### config.mk
export PLATFORM = sky130hd
export DESIGN_NAME = mole_round_controller
export DESIGN_NICKNAME = d
export VERILOG_FILES = /design/src/rtl/mole_round_controller.sv
export SDC_FILE = /design/constraint.sdc
export NUM_CORES = 1
export LEC_CHECK = 0
export ABC_AREA = 1
export CORE_ASPECT_RATIO = 1.2
export CORE_MARGIN = 3
export CORE_UTILIZATION = 53
export DETAILED_ROUTE_END_ITERATION = 7
export DONT_BUFFER_PORTS = 1
export HOLD_SLACK_MARGIN = 0.12
export PLACE_DENSITY = 0.76
export SLEW_MARGIN = 20
export SYNTH_ARGS = -nofsm -noshare
export SYNTH_HDL_FRONTEND = slang
export SYNTH_SLANG_ARGS = --single-unit
### constraint.sdc
create_clock -name clk -period 1.5 [get_ports clk]
set_input_delay 0.3 -clock clk [delete_from_list [all_inputs] [get_ports clk]]
set_output_delay 0.3 -clock clk [all_outputs]
set_load 0.03 [all_outputs]
### src/rtl/mole_round_controller.sv
// mole_round_controller
// ---------------------
// Sequences one whack-a-mole game. A start strobe clears the evaluator score
// and spawns the first mole. Each mole is placed at a pseudo-random hole taken
// from an 8-bit LFSR, and it never lands on the same hole as the previous mole.
// Each mole stays visible for a window that is counted in slow ticks. A guess
// strobe is turned into a one-cycle eval_now pulse for the score evaluator.
// A correct result blanks the board for a hold period. A wrong result returns
// to the same window with the remaining time unchanged. When the window
// expires, or the hold period ends, the next mole spawns. After the last mole
// the controller enters DONE.
//
// Optional build macro:
//   MOLE_SPEEDUP_EN - every hit shortens the window of later moles by one tick.
//                     The window never drops below MIN_TICKS. The window length
//                     goes back to MOLE_TICKS at every game start.
//
// Ports:
//   clk            system clock
//   rst            asynchronous reset, active-high
//   tick           one-cycle time-base enable for the window and hold timers
//   start          one-cycle start strobe, honoured only in IDLE or DONE
//   guess_valid    one-cycle guess strobe, honoured only while a mole is shown
//   guess_correct  registered hit flag from the evaluator, sampled in RESULT
//   mole_pos       current mole hole, 0..7
//   mole_change    one-cycle pulse in the cycle mole_pos takes a new value
//   eval_now       one-cycle evaluate strobe, one cycle after guess_valid
//   score_clr      one-cycle score clear at game start
//   mole_visible   mole is displayed
//   rounds_left    moles remaining after the current one
//   game_active    game in progress (from SPAWN of the first mole until DONE)
//   game_over      game finished
module mole_round_controller #(
   parameter int         MOLE_TICKS  = 50,
   parameter int         HOLD_TICKS  = 10,
   parameter int         GAME_ROUNDS = 30,
   parameter logic [7:0] LFSR_SEED   = 8'hA5,
   parameter int         MIN_TICKS   = 10
) (
   input  logic       clk,
   input  logic       rst,
   input  logic       tick,
   input  logic       start,
   input  logic       guess_valid,
   input  logic       guess_correct,
   output logic [2:0] mole_pos,
   output logic       mole_change,
   output logic       eval_now,
   output logic       score_clr,
   output logic       mole_visible,
   output logic [7:0] rounds_left,
   output logic       game_active,
   output logic       game_over
);

   typedef enum logic [2:0] {
      IDLE,
      SPAWN,
      SHOW,
      EVAL,
      RESULT,
      HOLD,
      DONE
   } state_t;

   state_t     state;
   state_t     state_next;
   logic [7:0] lfsr;
   logic [7:0] lfsr_next;
   logic [7:0] timer;
   logic [7:0] timer_next;
   logic [7:0] rounds_next;
   logic [2:0] pos_next;
   logic       change_next;
   logic       clr_next;
   logic       last_round;

`ifdef MOLE_SPEEDUP_EN
   logic [7:0] window_len;
   logic [7:0] window_len_next;
`else
   localparam logic [7:0] window_len = 8'(MOLE_TICKS);
   // MIN_TICKS only matters when the speed-up build is enabled.
   logic [7:0] unused_min_ticks;
   assign unused_min_ticks = 8'(MIN_TICKS);
`endif

   // Fibonacci LFSR with taps 8,6,5,4. It runs every cycle, so the hole chosen
   // depends on how long the player took.
   assign lfsr_next  = {lfsr[6:0], lfsr[7] ^ lfsr[5] ^ lfsr[4] ^ lfsr[3]};
   assign last_round = (rounds_left == 8'd0);

   always_comb begin
      state_next  = state;
      timer_next  = timer;
      rounds_next = rounds_left;
      pos_next    = mole_pos;
      change_next = 1'b0;
      clr_next    = 1'b0;
`ifdef MOLE_SPEEDUP_EN
      window_len_next = window_len;
`endif
      case (state)
         IDLE, DONE: begin
            if (start) begin
               state_next  = SPAWN;
               rounds_next = 8'(GAME_ROUNDS);
               clr_next    = 1'b1;
`ifdef MOLE_SPEEDUP_EN
               window_len_next = 8'(MOLE_TICKS);
`endif
            end
         end
         SPAWN: begin
            // When the candidate hits the current hole, move one hole along so
            // that two moles in a row never share a hole.
            pos_next    = (lfsr[2:0] == mole_pos) ? mole_pos + 3'd1 : lfsr[2:0];
            change_next = 1'b1;
            rounds_next = last_round ? 8'd0 : rounds_left - 8'd1;
            timer_next  = window_len;
            state_next  = SHOW;
         end
         SHOW: begin
            // A guess has priority. A tick in the same cycle is dropped.
            if (guess_valid) begin
               state_next = EVAL;
            end else if (tick) begin
               if (timer <= 8'd1) begin
                  timer_next = 8'd0;
                  state_next = last_round ? DONE : SPAWN;
               end else begin
                  timer_next = timer - 8'd1;
               end
            end
         end
         EVAL: begin
            state_next = RESULT;
         end
         RESULT: begin
            if (guess_correct) begin
               timer_next = 8'(HOLD_TICKS);
               state_next = HOLD;
`ifdef MOLE_SPEEDUP_EN
               if (window_len > 8'(MIN_TICKS)) begin
                  window_len_next = window_len - 8'd1;
               end
`endif
            end else begin
               // A miss leaves the remaining window untouched.
               state_next = SHOW;
            end
         end
         HOLD: begin
            if (tick) begin
               if (timer <= 8'd1) begin
                  timer_next = 8'd0;
                  state_next = last_round ? DONE : SPAWN;
               end else begin
                  timer_next = timer - 8'd1;
               end
            end
         end
         default: begin
            state_next = IDLE;
         end
      endcase
   end

   // Every output is registered from the next-state decode. Each flag is
   // therefore already valid in the first cycle of the state it belongs to.
   always_ff @(posedge clk or posedge rst) begin
      if (rst) begin
         state        <= IDLE;
         lfsr         <= LFSR_SEED;
         timer        <= 8'd0;
         mole_pos     <= 3'd0;
         rounds_left  <= 8'd0;
         mole_change  <= 1'b0;
         score_clr    <= 1'b0;
         eval_now     <= 1'b0;
         mole_visible <= 1'b0;
         game_active  <= 1'b0;
         game_over    <= 1'b0;
      end else begin
         state        <= state_next;
         lfsr         <= lfsr_next;
         timer        <= timer_next;
         mole_pos     <= pos_next;
         rounds_left  <= rounds_next;
         mole_change  <= change_next;
         score_clr    <= clr_next;
         eval_now     <= (state_next == EVAL);
         mole_visible <= (state_next == SHOW) || (state_next == EVAL) ||
                         (state_next == RESULT);
         game_active  <= (state_next != IDLE) && (state_next != DONE);
         game_over    <= (state_next == DONE);
      end
   end

`ifdef MOLE_SPEEDUP_EN
   always_ff @(posedge clk or posedge rst) begin
      if (rst) begin
         window_len <= 8'(MOLE_TICKS);
      end else begin
         window_len <= window_len_next;
      end
   end
`endif

endmodule
Yosys cells after proc, flatten, opt, wreduce, memory -nomap -nowiden:

Index checks and enable logic that the tools add are counted.

* bits of input ports: 6
* flip-flop bits (word level): 36
* word-level logic and storage cells: 63
* output and inout bits: 17

* $lt $le $gt $ge: 1
* bitwise gates (word level): 3
* reductions and logical operators: 11
* multiplexer cells: 19
* equality and inequality tests: 15
* add/subtract/negate cells: 3

Operators by type and width (count)
* $mux 8: 6
* $pmux 8 s4: 1
* $mux 3: 7
* $pmux 3 s6: 1
* $pmux 8 s2: 1
* $sub 8x1->8 const B: 2
* $eq 3x3->1 const B: 5
* $eq 3x2->1 const B: 4
* $le 8x1->1 const B: 1
* $logic_not 8->1: 1
* $ne 2x2->1 const B: 3
* $reduce_bool 4->1: 1
* $add 3x1->3 const B: 1
* $eq 3x1->1 const B: 1
* $eq 3x3->1: 1
* $logic_not 3->1: 1
* $mux 1: 3
* $ne 3x3->1 const B: 1
* $reduce_and 3->1: 1
* $reduce_bool 3->1: 1
* $xor 1x1->1: 3
* $logic_or 1x1->1: 2
* $reduce_and 2->1: 1
* $reduce_bool 2->1: 1
* 2 further kinds: 2

Logic depth before layout (Yosys ltp):

* depth after elaboration: 9
* depth in mapped cells: 13
* mapped depth without buffers: 13

Worst setup path before layout:

OpenSTA, ideal clock, no wires.

* kind: register to register
* from: register rounds_left[0]
* to: register game_active
* buffers on the path: 0
* slack: -0.160 ns
* cell stages (with the launch flop): 10
* arrival time: 1.544 ns
* period minus slack after synthesis: 1.660 ns
* required time: 1.384 ns
* library setup time: 0.116 ns
* cell sequence: dfrtp_1 inv_1 ha_1 nand2_1 nor2_1 nand3_1 a21oi_1 nand2_1 nand2_1 nand2_1

* longest elaborated chain between the ends: 8
* elaborated cells between the ends (all ways): 9
* classes of those cells: eq/ne: 1; mux: 5; reduce/logical: 3

RTL lines
* start, declared: RTL line 51 `output logic [7:0] rounds_left,`
* start signal, assigned: RTL line 189 `rounds_left <= rounds_next;`
* $logic_not 8->1 *: RTL line 91 `assign last_round = (rounds_left == 8'd0);`
* $mux 3 *: RTL line 130, 157
* $mux 3 *: RTL line 128, 155
* $mux 3 *: RTL line 127 `end else if (tick) begin`
* $mux 3: RTL line 125 `if (guess_valid) begin`
* $pmux 3 s6 *: RTL line 103 `case (state)`
* $ne 3x3->1 or $reduce_bool 3->1 (tied branches): RTL line 195 `game_active <= (state_next != IDLE) && (state_next != DONE);`
* $logic_and 1x1->1 *: RTL line 195
* end signal, assigned: RTL line 195
* end, declared: RTL line 52 `output logic game_active,`

Mark *: on every way between the ends. The rest lies on a longest branch, timed or not.
A chain may end at the register's enable or synchronous reset.

Final worst setup path:

* from: register timer[0]
* to: register game_active

* longest elaborated chain between the ends: 7
* elaborated cells between the ends (all ways): 8
* classes of those cells: order compare: 1; eq/ne: 1; mux: 4; reduce/logical: 2

RTL lines
* start, declared: RTL line 70 `logic [7:0] timer;`
* start signal, assigned: RTL line 187 `timer <= timer_next;`
* $le 8x1->1 *: RTL line 128, 155
* $mux 3 *: RTL line 128, 155
* $mux 3 *: RTL line 127
* $mux 3: RTL line 125
* $pmux 3 s6 *: RTL line 103
* $ne 3x3->1 or $reduce_bool 3->1 (tied branches): RTL line 195
* $logic_and 1x1->1 *: RTL line 195

Marked as above.

==> results.py <==
metrics = {
    "finish": {
        "drive_gt1_share_pct": 38.7,
        "nets": 291,
        "syn_to_final_growth_pct": 33.7,
        "layout_common_cells": "buf_4 (48), nand2_1 (39), dfrtp_1 (29), o21ai_0 (21)",
        "final_common_cell": "buf_4",
        "fillers": 242,
        "final_area_sq_um": 2540,
        "n_antenna_cell": 0,
    },
    "global_routing": {
        "grt_pass1_wl_um": 6730,
        "grt_max_degree": 37,
        "antenna_found_initial": 0,
        "grt_pass1_vias": 1564,
        "grt_usage_pct": 20.6,
        "globalRouteOverflowTotal": 0,
    },
    "sta": {
        "rsz0062_at_grt": "yes",
        "maxSlewViolCount": 0,
        "slew_headroom_pct": 70.4,
        "fin_ws_ps": -111,
        "finalWorstPathRequiredPeriod_ps": 1610,
        "finalSetupViolations": 11,
        "worst_clock_skew_ps": 6.40,
        "hold_viol": 0,
        "fmax_ghz": 0.621,
        "fin_crit_sh_pct": 107,
        "worst_pin_slew_ps": 445,
    },
    "critical_path": {
        "path_max_fanout": 4,
        "crit_chain": "inv_2 -> ha_4 -> inv_4 -> nand2_2 -> nand2_2 -> nor2_4 -> buf_4 -> nand3_2 -> nand2_2 -> a21oi_4 -> nand2_1 -> nand2_1 -> nand2_1",
        "crit_arrival_ps": 1800,
        "cpPeakStageDelay_ps": 430,
        "critPathCaptureType": "register",
        "crit_required_ps": 1690,
        "path_class": "reg2reg",
        "startpoint_type": "register",
        "slowest_stage": "dfrtp_1",
    },
    "clocking": {
        "numCtsBuffers": 5,
        "cts-root-buf": "clkbuf_8",
        "numClockSinks": 36,
        "cts_tree": "built",
        "cts_buffer_depth": 2,
        "clk_latency_ps": 290,
        "htreeDepth": 2,
        "clk_pin_slew_worst_paths_ps": 70,
    },
    "power_and_ir_drop": {
        "max-vdd-ir-drop_v": 0.00123,
        "power_density_nw_per_um2": 2380,
        "p_leak_nw": 1.22,
    },
    "synthesis": {
        "ys_warn_count": 0,
        "synth-seq-cells": 36,
        "syn_area_per_cell_sq_um": 8.36,
        "syn-cell-area_sq_um": 1900,
        "synthDistinctLibCells": 27,
        "syn_nets": 237,
        "ys_seq_area_share_pct": 47.7,
        "synth_cells": 227,
    },
    "drt": {
        "vias": 1701,
        "ant_nets": 0,
        "drc_errors": 0,
        "drtIter0Drc": 106,
        "first_pass_iters": 4,
        "routedWlPerCell_um": 13.9,
        "wirelength_um": 4430,
        "vias_per_cell": 5.33,
    },
    "job": {
        "drv_cap": 0,
    },
    "floorplanning": {
        "die_w_um": 60.6,
        "num_rows": 23,
        "dieArea_sq_um": 4340,
        "die_h_um": 71.6,
        "coreArea_sq_um": 3400,
        "start_util_pct": 55.9,
        "ios": 23,
    },
    "placed_design": {
        "io_buffers": 0,
        "routabilityCongestion": 0.913,
        "dp_hpwl_um": 2900,
        "dpl_cell_area_sq_um": 2270,
        "preCtsSetupSlack_ps": -83.7,
    },
    "min_path": {
        "hold_path.class": "in2reg",
    },
    "run_status": {
        "status": "complete, but fails checks",
        "violations": "setup timing",
    },
}
critical path, delay by kind of cell, from the launching register on:
kind	cells	cell delay (ps)
adder cells (fa/ha/maj)	1	180
AND/OR/NAND/NOR	8	480
flip-flops	1	430
AO/OA/AOI/OAI	1	170
buffers and inverters	3	260
cell usage after synthesis:
cell	n	area (sq um)
xnor2_1	6	52.6
buf_6	1	11.3
xor2_1	11	96.3
nand2_4	1	11.3
o21ai_0	22	110
ha_1	4	50.1
nand2_2	1	6.26
dfstp_2	4	105
buf_4	1	7.51
nor2_2	2	12.5
dfrtp_1	32	801
a2bb2oi_1	1	8.76
nor3_2	1	10.0
nand3_2	2	20.0
nand2_1	49	184
or2_1	1	6.26
nor3_1	1	5.00
clkbuf_1	1	3.75
nand3_1	16	80.1
o21ai_1	2	10.0
inv_2	3	11.3
nand4_1	4	25.0
o22ai_1	2	12.5
nor2_1	22	82.6
a21oi_1	5	25.0
inv_1	26	97.6
o21ai_2	6	52.6
routing by layer:
| layer | track usage [%] | up-vias | share of wire, % |
|---|---|---|---|
| met5 | 0 | - | 0 |
| met4 | 7.23 | 0 | 2.3 |
| met3 | 6.49 | 10 | 5.6 |
| met2 | 33.7 | 49 | 50 |
| met1 | 25.4 | 803 | 42 |
| li1 | - | 839 | - |
kinds of logic after synthesis:
family / after synthesis / synth area share [%]
compound gates: 38 / 11.5
xor+xnor: 17 / 7.84
fa+ha+maj: 4 / 2.64
buf+inv: 32 / 6.92
flops: 36 / 47.7
simple gates: 100 / 23.3
flip-flops by register name (all words and copies together), names as in the netlist:
register / flops
timer: 8
rounds_left: 8
game_active: 1
score_clr: 1
state: 3
lfsr: 8
eval_now: 1
game_over: 1
mole_pos: 3
mole_change: 1
mole_visible: 1
where the power goes:
group | internal [W] | switching, W
sequential | 0.00131 | 0.000384
clock | 0.000323 | 0.000346
combinational | 0.00160 | 0.00208
metrics by stage:
step	hold slack (ps)	utilization, %	setup TNS, ps	cells	total power (W)
global placement	311	66.9	-45.3	300	0.00481
floorplan	333	-	0	227	0.00378
finish	227	74.7	-534	319	0.00604
global route	226	74.7	-2200	319	0.00654
CTS	220	71.2	-60.4	313	0.00572
detailed placement	326	66.9	-160	300	0.00489
repair_timing:
action / CTS / global route
setup buffers: 4 / 6
resized for setup: 8 / 22
hold endpoints to repair: 32 / 0
setup endpoints to repair: 12 / 24
hold buffers: 1 / 0
pin swaps: 4 / 13
final cells by class:
| class | instances | area, sq um | share of cell area (%) |
|---|---|---|---|
| tap | 37 | 46.3 | 1.82 |
| sequential | 36 | 910 | 35.8 |
| timing repair buffer | 50 | 390 | 15.4 |
| clock buffer | 5 | 68.8 | 2.71 |
| clock inverter | 3 | 18.8 | 0.740 |
| multi-input combinational | 159 | 992 | 39.1 |
| inverter | 29 | 111 | 4.39 |
final timing paths:
path / slack (ps) / endpoint / startpoint / cells after the start
worst min-delay path: 230 / state[0] / tick / 3
worst max-delay path: -110 / game_active / timer[0] / 13
max in group asynchronous: 600 / rounds_left[1] / rst / 3
worst max register to register: -110 / game_active / timer[0] / 13
min in group asynchronous: 560 / mole_visible / rst / 3
worst min register to register: 360 / lfsr[7] / lfsr[6] / 0
Power figures use the tool's default switching activity.
